[src/rtl/pad_bank_ctrl_pkg.sv]
// Shared definitions for the pad bank controller: register map, FSM states and
// attribute bit positions.
package pad_bank_ctrl_pkg;

  localparam logic [2:0] REG_OUT    = 3'd0;
  localparam logic [2:0] REG_OE     = 3'd1;
  localparam logic [2:0] REG_IN     = 3'd2;
  localparam logic [2:0] REG_PULL   = 3'd3;
  localparam logic [2:0] REG_STATUS = 3'd4;

  localparam int ATTR_PULL_BIT = 0;

  typedef enum logic {
    IDLE = 1'b0,
    TURN = 1'b1
  } state_t;

endpackage

[src/rtl/pad_bank_ctrl_sync.sv]
// WIDTH-bit, STAGES-deep flop synchronizer for asynchronous pad inputs.
module pad_sync #(
  parameter int WIDTH  = 8,
  parameter int STAGES = 2
) (
  input  logic             clk_i,
  input  logic             rst_i,
  input  logic [WIDTH-1:0] d_i,
  output logic [WIDTH-1:0] q_o
);

  logic [WIDTH-1:0] r_stage [STAGES];

  always_ff @(posedge clk_i or posedge rst_i) begin
    if (rst_i) r_stage[0] <= '0;
    else       r_stage[0] <= d_i;
  end

  for (genvar gi = 1; gi < STAGES; gi++) begin : g_stage
    always_ff @(posedge clk_i or posedge rst_i) begin
      if (rst_i) r_stage[gi] <= '0;
      else       r_stage[gi] <= r_stage[gi-1];
    end
  end

  assign q_o = r_stage[STAGES-1];

endmodule

[src/rtl/pad_bank_ctrl.sv]
// Register-programmed controller for a bank of bidirectional pads, with
// dead-cycle sequencing on newly enabled outputs and synchronized readback.
module pad_bank_ctrl
  import pad_bank_ctrl_pkg::*;
#(
  parameter int                    NUM_PADS    = 8,
  parameter int                    PADATTR     = 16,
  parameter int                    TURN_CYCLES = 2,
  parameter int                    SYNC_STAGES = 2,
  parameter logic [NUM_PADS-1:0]   PULL_RST    = '0
) (
  input  logic                          clk_i,
  input  logic                          rst_i,
  input  logic                          reg_req_i,
  input  logic                          reg_we_i,
  input  logic [2:0]                    reg_addr_i,
  input  logic [31:0]                   reg_wdata_i,
  output logic                          reg_gnt_o,
  output logic                          reg_rvalid_o,
  output logic [31:0]                   reg_rdata_o,
  output logic [NUM_PADS-1:0]           pad_in_o,
  output logic [NUM_PADS-1:0]           pad_oe_o,
  input  logic [NUM_PADS-1:0]           pad_out_i,
  output logic [NUM_PADS*PADATTR-1:0]   pad_attributes_o,
  output logic                          busy_o
);

  localparam logic [3:0] TURN_LOAD = 4'(TURN_CYCLES == 0 ? 0 : TURN_CYCLES - 1);

  state_t              r_state, w_state_next;
  logic [3:0]          r_cnt, w_cnt_next;
  logic [NUM_PADS-1:0] r_pending, w_pending_next;
  logic [NUM_PADS-1:0] r_oe, w_oe_next;
  logic [NUM_PADS-1:0] r_out, r_pull;
  logic                r_rvalid;
  logic [31:0]         r_rdata;

  logic [NUM_PADS-1:0] w_wdata, w_in_sync, w_on;
  logic                w_oe_stall, w_wr, w_oe_wr;
  logic [31:0]         w_rd;
  logic                w_unused_wdata;

  assign w_wdata        = reg_wdata_i[NUM_PADS-1:0];
  assign w_unused_wdata = ^reg_wdata_i;

  // OE writes wait out an active turnaround; everything else is granted at once.
  assign w_oe_stall = reg_req_i & reg_we_i & (reg_addr_i == REG_OE) & (r_state == TURN);
  assign reg_gnt_o  = reg_req_i & ~w_oe_stall;
  assign w_wr       = reg_gnt_o & reg_we_i;
  assign w_oe_wr    = w_wr & (reg_addr_i == REG_OE);
  assign w_on       = ~r_oe & w_wdata;

  pad_sync #(
    .WIDTH  (NUM_PADS),
    .STAGES (SYNC_STAGES)
  ) u_in_sync (
    .clk_i (clk_i),
    .rst_i (rst_i),
    .d_i   (pad_out_i),
    .q_o   (w_in_sync)
  );

  always_ff @(posedge clk_i or posedge rst_i) begin
    if (rst_i) begin
      r_out  <= '0;
      r_pull <= PULL_RST;
    end else if (w_wr) begin
      if (reg_addr_i == REG_OUT)  r_out  <= w_wdata;
      if (reg_addr_i == REG_PULL) r_pull <= w_wdata;
    end
  end

  always_ff @(posedge clk_i or posedge rst_i) begin
    if (rst_i) begin
      r_state   <= IDLE;
      r_cnt     <= '0;
      r_pending <= '0;
      r_oe      <= '0;
    end else begin
      r_state   <= w_state_next;
      r_cnt     <= w_cnt_next;
      r_pending <= w_pending_next;
      r_oe      <= w_oe_next;
    end
  end

  always_comb begin
    w_state_next   = r_state;
    w_cnt_next     = r_cnt;
    w_pending_next = r_pending;
    w_oe_next      = r_oe;
    case (r_state)
      IDLE: begin
        if (w_oe_wr) begin
          if (w_on == '0 || TURN_CYCLES == 0) begin
            w_oe_next = w_wdata;
          end else begin
            // Release dropped pads now; newly enabled pads wait for the turnaround.
            w_oe_next      = r_oe & w_wdata;
            w_state_next   = TURN;
            w_cnt_next     = TURN_LOAD;
            w_pending_next = w_wdata;
          end
        end
      end
      TURN: begin
        if (r_cnt == '0) begin
          w_oe_next    = r_pending;
          w_state_next = IDLE;
        end else begin
          w_cnt_next = r_cnt - 4'd1;
        end
      end
      default: w_state_next = IDLE;
    endcase
  end

  always_comb begin
    busy_o = (r_state == TURN);
  end

  always_comb begin
    w_rd = '0;
    case (reg_addr_i)
      REG_OUT:    w_rd[NUM_PADS-1:0] = r_out;
      REG_OE:     w_rd[NUM_PADS-1:0] = r_oe;
      REG_IN:     w_rd[NUM_PADS-1:0] = w_in_sync;
      REG_PULL:   w_rd[NUM_PADS-1:0] = r_pull;
      REG_STATUS: w_rd[0]            = busy_o;
      default:    w_rd = '0;
    endcase
  end

  always_ff @(posedge clk_i or posedge rst_i) begin
    if (rst_i) begin
      r_rvalid <= 1'b0;
      r_rdata  <= '0;
    end else begin
      r_rvalid <= reg_gnt_o;
      r_rdata  <= (reg_gnt_o && !reg_we_i) ? w_rd : 32'd0;
    end
  end

  assign reg_rvalid_o = r_rvalid;
  assign reg_rdata_o  = r_rdata;
  assign pad_in_o     = r_out;
  assign pad_oe_o     = r_oe;

  for (genvar gi = 0; gi < NUM_PADS; gi++) begin : g_attr
    logic [PADATTR-1:0] w_attr;
    always_comb begin
      w_attr                = '0;
      w_attr[ATTR_PULL_BIT] = r_pull[gi];
    end
    assign pad_attributes_o[gi*PADATTR +: PADATTR] = w_attr;
  end

endmodule

[config.mk]
export PLATFORM = sky130hd
export DESIGN_NAME = pad_bank_ctrl
export DESIGN_NICKNAME = d
export VERILOG_FILES = /design/src/rtl/pad_bank_ctrl_pkg.sv /design/src/rtl/pad_bank_ctrl_sync.sv /design/src/rtl/pad_bank_ctrl.sv
export SDC_FILE = /design/constraint.sdc
export NUM_CORES = 1
export LEC_CHECK = 0
export BUFFER_PORTS_ARGS = -buffer_cell sky130_fd_sc_hd__buf_4
export CAP_MARGIN = 10
export CORE_MARGIN = 5
export CORE_UTILIZATION = 40
export CTS_CLUSTER_DIAMETER = 120
export DETAILED_ROUTE_END_ITERATION = 10
export PLACE_DENSITY = 0.8
export SLEW_MARGIN = 20
export SYNTH_ARGS = -nofsm -noshare
export SYNTH_HDL_FRONTEND = slang
export SYNTH_SLANG_ARGS = --single-unit
export TNS_END_PERCENT = 20
[constraint.sdc]
create_clock -name clk_i -period 1.92 [get_ports clk_i]
set_clock_uncertainty 0.2 [all_clocks]
set_input_delay 0.192 -clock clk_i [delete_from_list [all_inputs] [get_ports clk_i]]
set_output_delay 0.192 -clock clk_i [all_outputs]
set_load 0.02 [all_outputs]
==> results_dict.tcl, run 1 <==
set metrics [dict create \
    final_max_slew_viol_count 0 \
    via_per_inst 4.03 \
    postLayoutCellArea_um2 4240 \
    swShare_pct 36.1 \
    dpl_cell_area_um2 3850 \
    setup_tns_ps 0 \
    h-tree-depth 3 \
    grt_use_total_pct 12.9 \
    overflow 0 \
    numCtsBuffers 9 \
    setup_viol 0 \
    die-area_um2 11500 \
    arrival_ps 1890 \
    nets 482 \
    yosysSeqAreaShare_pct 41.2 \
    clkTransAtPathRegs_ps 60 \
    cp_data_required_time_ps 1930 \
    synth_top_cell_by_area "dfrtp_1" \
    port_buffers 57 \
    ys_async_sr_fraction_pct 100 \
    relSlewSlack_pct 63.9 \
    clockBufferDepth 2 \
    wirelength_um 7480 \
    cts_root_buf "clkbuf_8" \
    top_level_ports 226 \
    vdd_drop_max_v 0.000379 \
    p_sw_uw 1560 \
    start_util_pct 41.0 \
    synth_edf_count 0 \
    utilization_pct 46.1 \
    clock-sinks 62 \
    detail_route.iter0.violations 98 \
    syn_area_um2 3770 \
    drv_cap 0 \
    pre_cts_slack_ps 54.7 \
    final_layout_size_suffix_gt1_share_pct 28.9 \
    wl_per_cell_um 13.7 \
    power.share.clock_pct 21.6 \
    first_pass_iters 4 \
    place_congestion 0.842 \
    postSynthCellCount 338 \
    dpl.hpwl_um 5660 \
    synth_area_leaders "dfrtp_1, buf_4, mux2_2, mux2_4, mux4_2" \
    hold_violations 0 \
    pwr-share-comb_pct 37.1 \
    grt_max_degree 63 \
    startpoint_type "primary input" \
    grt_first_pass_wirelength_um 11400 \
    dr_total_vias 2207 \
    seq_power_share_pct 41.3 \
    final_antenna_net_count 0 \
    synth_seq_cells 62 \
    worst_slack_ps 36.8 \
    ys.flop_type "dfrtp_1" \
    p_leak_uw 0.00223 \
    first_global_vias 2177 \
    worst_pin_slew_ps 539 \
    clk_latency_ps 330 \
    netlist.area_leader.share_pct 41.2 \
    route.detailed.drc 0 \
    area_growth_pct 12.5 \
    dpl.cell_count 510 \
    ys_top_cells_by_count "buf_4, dfrtp_1, mux2_2, nand2_1, and2_1" \
    diodes 0 \
    synth_cell_types 40 \
    synth_most_common_cell "buf_4" \
    cp_max_fo 13 \
    rows 35 \
    end_kind "flop" \
    power.internal_uw 2760 \
    die_w_um 107 \
    rsz0062_at_grt "true" \
    cts_tree "built" \
    fin_cells 547 \
    fmax_mhz 531 \
    core_um2 9200 \
    grt_antenna_before_repair 0 \
    hold_class "primary input to flop" \
    layout_min_cycle_time_ps 1880 \
    avgSynthCellArea_um2 11.1 \
    fp.dieH_um 107 \
    status "finished clean" \
    power.density_nw_per_um2 1020 \
    ys_warn_count 0 \
    fin_crit_sh_pct 98.1 \
    worstSetupPathType "primary input to flop" \
]
metrics by stage:
| stage | total power [µW] | hold slack (ps) |
|---|---|---|
| 3_5_place_dp | 3320 | 103 |
| 5_1_grt | 4580 | 151 |
| 4_1_cts | 4300 | 23.5 |
| 6_report | 4310 | 127 |
| 3_3_place_gp | 3250 | 102 |
| 2_1_floorplan | 2990 | 23.4 |
cell families after synthesis:
family | share of synthesized area [%]
AO/OA/AOI/OAI | 4.75
XOR/XNOR | 0.465
adder cells (fa/ha/maj) | 0.664
buffers and inverters | 31.1
flip-flops | 41.2
multiplexers | 13.6
other | 0.0995
AND/OR/NAND/NOR | 8.13
sequential cells by signal, summed over array words and instances (netlist names):
register	cells
pad_oe_o	8
reg_rvalid_o	1
u_in_sync.q_o	8
reg_rdata_o	8
r_pull	8
busy_o	1
u_in_sync.r_stage	8
r_cnt	4
pad_in_o	8
r_pending	8
worst max-delay path, stage by stage:
cell and delay, ps:
dlygate4sd3_1 530, buf_4 150, nand2b_1 90, o2111ai_2 160, o31ai_4 240, buf_12 190, mux2_2 340
cell type report:
class	count	area, µm²
Clock inverter	2	10.0
Multi-Input combinational cell	260	1590
Timing Repair Buffer	92	772
Clock buffer	12	145
Inverter	8	33.8
Tap cell	111	139
Fill cell	833	4960
Sequential cell	62	1550
per-layer routing:
| metal | vias up | track usage, % | share of wire, % |
|---|---|---|---|
| met5 | - | 0 | 0 |
| met1 | 1046 | 15.2 | 36 |
| met4 | 0 | 3.74 | 1.3 |
| met2 | 129 | 21.4 | 51 |
| met3 | 13 | 5.36 | 12 |
| li1 | 1019 | - | - |
layout by cell type (no fill, tap or decap), types with 3 or more instances in the layout:
cell type	instances
o311ai_1	3
o22ai_1	5
mux2_2	23
mux4_2	3
o21ai_0	6
buf_4	68
nand2_1	16
nand2b_1	6
nor2_1	4
conb_1	144
nand3_1	3
dfrtp_1	62
clkbuf_8	10
dlygate4sd3_1	21
mux2i_1	6
mux2_4	5
and2_1	9
inv_1	5
final timing paths:
kind | slack (ps) | end | start | cells after the start
max | 40 | r_pending[5] | reg_wdata_i[5] | 7
min | 130 | reg_rvalid_o | reg_addr_i[2] | 3
min reg2reg | 150 | u_in_sync.q_o[4] | u_in_sync.r_stage[12] | 0
max reg2reg | 120 | pad_oe_o[7] | r_cnt[1] | 7
min in group asynchronous | 320 | u_in_sync.r_stage[13] | rst_i | 4
max in group asynchronous | 940 | pad_in_o[1] | rst_i | 4
power groups by stage:
stage | Sequential, µW | Combinational, µW | Clock, µW
after CTS | 1780 | 1560 | 963
final | 1780 | 1600 | 933
after global routing | 1820 | 1740 | 1020
after floorplan | 1930 | 1050 | 0
after detailed placement | 1800 | 1520 | 0
after global placement | 1770 | 1480 | 0
repair_timing:
item / 4_1_cts / 5_1_grt
gates resized for setup: 0 / 9
setup buffers: 0 / 2
setup endpoints to repair: 0 / 16
endpoints found under the hold margin: 97 / 1
hold buffers: 20 / 1
Note: power is estimated with default switching activity, not from simulation.
==> run 2, diff against run 1 <==
Settings changed: ABC_AREA from default to 1, CORE_UTILIZATION 40 to 39, PLACE_DENSITY 0.8 to 0.79, SLEW_MARGIN 20 to default.
==> results_dict.tcl, run 2 <==
set metrics [dict create \
    final_cell_mix "conb_1, nand2_1, dfrtp_1, buf_4, nand3_1" \
    end_kind "flop" \
    rsz0062_at_grt "false" \
    route.detailed.drc 0 \
    cts_tree "built" \
    core_um2 9240 \
    synth_seq_cells 62 \
    synth_top_cell_by_area "dfrtp_1" \
    cts_root_buf "clkbuf_8" \
    port_buffers 57 \
    final_antenna_net_count 0 \
    fin_crit_sh_pct 92.3 \
    clk_latency_ps 340 \
    wirelength_um 7810 \
    die-area_um2 11500 \
    synth_cell_types 27 \
    nets 547 \
    dr_total_vias 2554 \
    diodes 0 \
    grt_antenna_before_repair 0 \
    cp_data_required_time_ps 1940 \
    first_global_vias 2315 \
    seqCellArea_um2 1550 \
    layout_min_cycle_time_ps 1770 \
    cp_max_fo 10 \
    grt_use_total_pct 13.2 \
    start_util_pct 39.9 \
    dpl_cell_area_um2 3740 \
    netlist.area_leader.share_pct 42.1 \
    status "finished clean" \
    detail_route.iter0.violations 173 \
    clock-sinks 62 \
    vdd_drop_max_v 0.000783 \
    ys_warn_count 0 \
    grt_max_degree 37 \
    area_growth_pct 10.5 \
    arrival_ps 1790 \
    die_w_um 107 \
    drv_cap 0 \
    overflow 0 \
    post-cts-setup-buffer-count 0 \
    power.density_nw_per_um2 1070 \
    top_level_ports 226 \
    postLayoutCellArea_um2 4070 \
    setup_tns_ps 0 \
    ys_top_cells_by_count "buf_4, nand2_1, dfrtp_1, inv_1, nand3_1" \
    synth_most_common_cell "buf_4" \
    hold_violations 0 \
    synth_edf_count 0 \
    place_congestion 0.880 \
    syn_area_um2 3680 \
    hold_class "primary input to flop" \
    worst_pin_slew_ps 563 \
    wl_per_cell_um 12.4 \
    final_layout_size_suffix_gt1_share_pct 19.7 \
    ys.flop_type "dfrtp_1" \
    layout.cells.most_common "conb_1" \
    rows 35 \
    dpl.hpwl_um 6090 \
    setup_viol 0 \
    avgSynthCellArea_um2 8.83 \
    via_per_inst 4.04 \
    startpoint_type "flop" \
    yosysSeqAreaShare_pct 42.1 \
    clkTransAtPathRegs_ps 70 \
    p_leak_uw 0.00221 \
    fmax_mhz 565 \
    first_pass_iters 4 \
    worstSetupPathType "flop to flop" \
    grt_first_pass_wirelength_um 11800 \
    postSynthCellCount 417 \
    n_fill_cell 857 \
    multiInputGateArea_um2 1440 \
    synth_area_leaders "dfrtp_1, buf_4, nand2_1, nand3_1, o21ai_0" \
    final_max_slew_viol_count 0 \
    fp.dieH_um 107 \
    relSlewSlack_pct 62.4 \
    ys_async_sr_fraction_pct 100 \
    numCtsBuffers 9 \
    h-tree-depth 3 \
    clockBufferDepth 2 \
]
-- run 2: cell count changes after synthesis, sizes merged, moves of 6 or more --
cell and delta:
mux2i -6, a21oi +13, nand2 +66, and2 -9, nand3 +21, inv +18, nand2b -6, o21ai +30
mux2 -28
-- run 2: cell families after synthesis --
group / count (synthesis) / synth area share [%]
XOR/XNOR: 1 / 0.238
flip-flops: 62 / 42.1
other: 1 / 0.102
buffers and inverters: 177 / 33.6
adder cells (fa/ha/maj): 2 / 0.679
AND/OR/NAND/NOR: 119 / 14.5
AO/OA/AOI/OAI: 55 / 8.80
-- run 2: where the power goes --
part	leakage (µW)	internal (µW)	total, µW	switching [µW]
logic	0.00133	481	1460	978
registers	0.000787	1580	1820	245
clock network	0.0000904	596	1080	480
-- run 2: what timing repair did --
| action | 4_1_cts | 5_1_grt |
|---|---|---|
| endpoints found under the setup margin | 0 | 1 |
| endpoints found under the hold margin | 42 | 0 |
| gates resized for setup | 0 | 1 |
| hold buffers | 14 | 0 |
-- run 2: cell type report --
class	count	share of cell area [%]
Multi-Input combinational cell	321	35.4
Clock buffer	12	3.32
Inverter	27	2.61
Sequential cell	62	38.1
Timing Repair Buffer	77	15.4
Tap cell	129	3.97
Clock inverter	4	1.17
-- run 2: final timing paths --
path                                       startpoint  slack (ps)                to  depth (start not counted)
worst max register to register               r_cnt[0]         150       pad_oe_o[0]                          9
min in group asynchronous                       rst_i         260    reg_rdata_o[3]                          3
worst min register to register  u_in_sync.r_stage[14]         150  u_in_sync.q_o[6]                          0
worst min-delay path                   reg_wdata_i[5]          20      r_pending[5]                          3
max in group asynchronous                       rst_i         690      r_pending[2]                          4
worst max-delay path                         r_cnt[0]         150       pad_oe_o[0]                          9
-- run 2: critical path, cell delays in order, from the launching register on --
cell and delay (ps):
dfrtp_1 410, inv_1 90, ha_1 140, nand2_1 60, inv_2 160, nand2_1 70
nand2_1 230, o21ai_0 160, nand2_1 90, nand2_1 50
-- run 2: stage by stage --
stage / hold slack, ps / total power (µW) / setup slack, ps / cells / utilization (%)
final: 16.9 / 4360 / 149 / 632 / 44.0
after global routing: 35.2 / 4610 / 24.3 / 632 / 44.0
after global placement: 73.2 / 3220 / 282 / 602 / 40.4
after detailed placement: 85.4 / 3270 / 210 / 602 / 40.4
after floorplan: 23.4 / 2950 / 395 / 560 / -
after CTS: 21.9 / 4370 / 177 / 632 / 43.9
-- run 2: routing by layer --
| layer | part of all wire, % | up-vias | wire (µm) | track usage (%) |
|---|---|---|---|---|
| met2 | 52 | 152 | 4070 | 23.5 |
| met4 | 2.0 | 0 | 155 | 5.57 |
| met1 | 35 | 1202 | 2760 | 15.6 |
| met3 | 10 | 12 | 816 | 2.11 |
| li1 | - | 1188 | - | - |
| met5 | 0 | - | 0 | 0 |
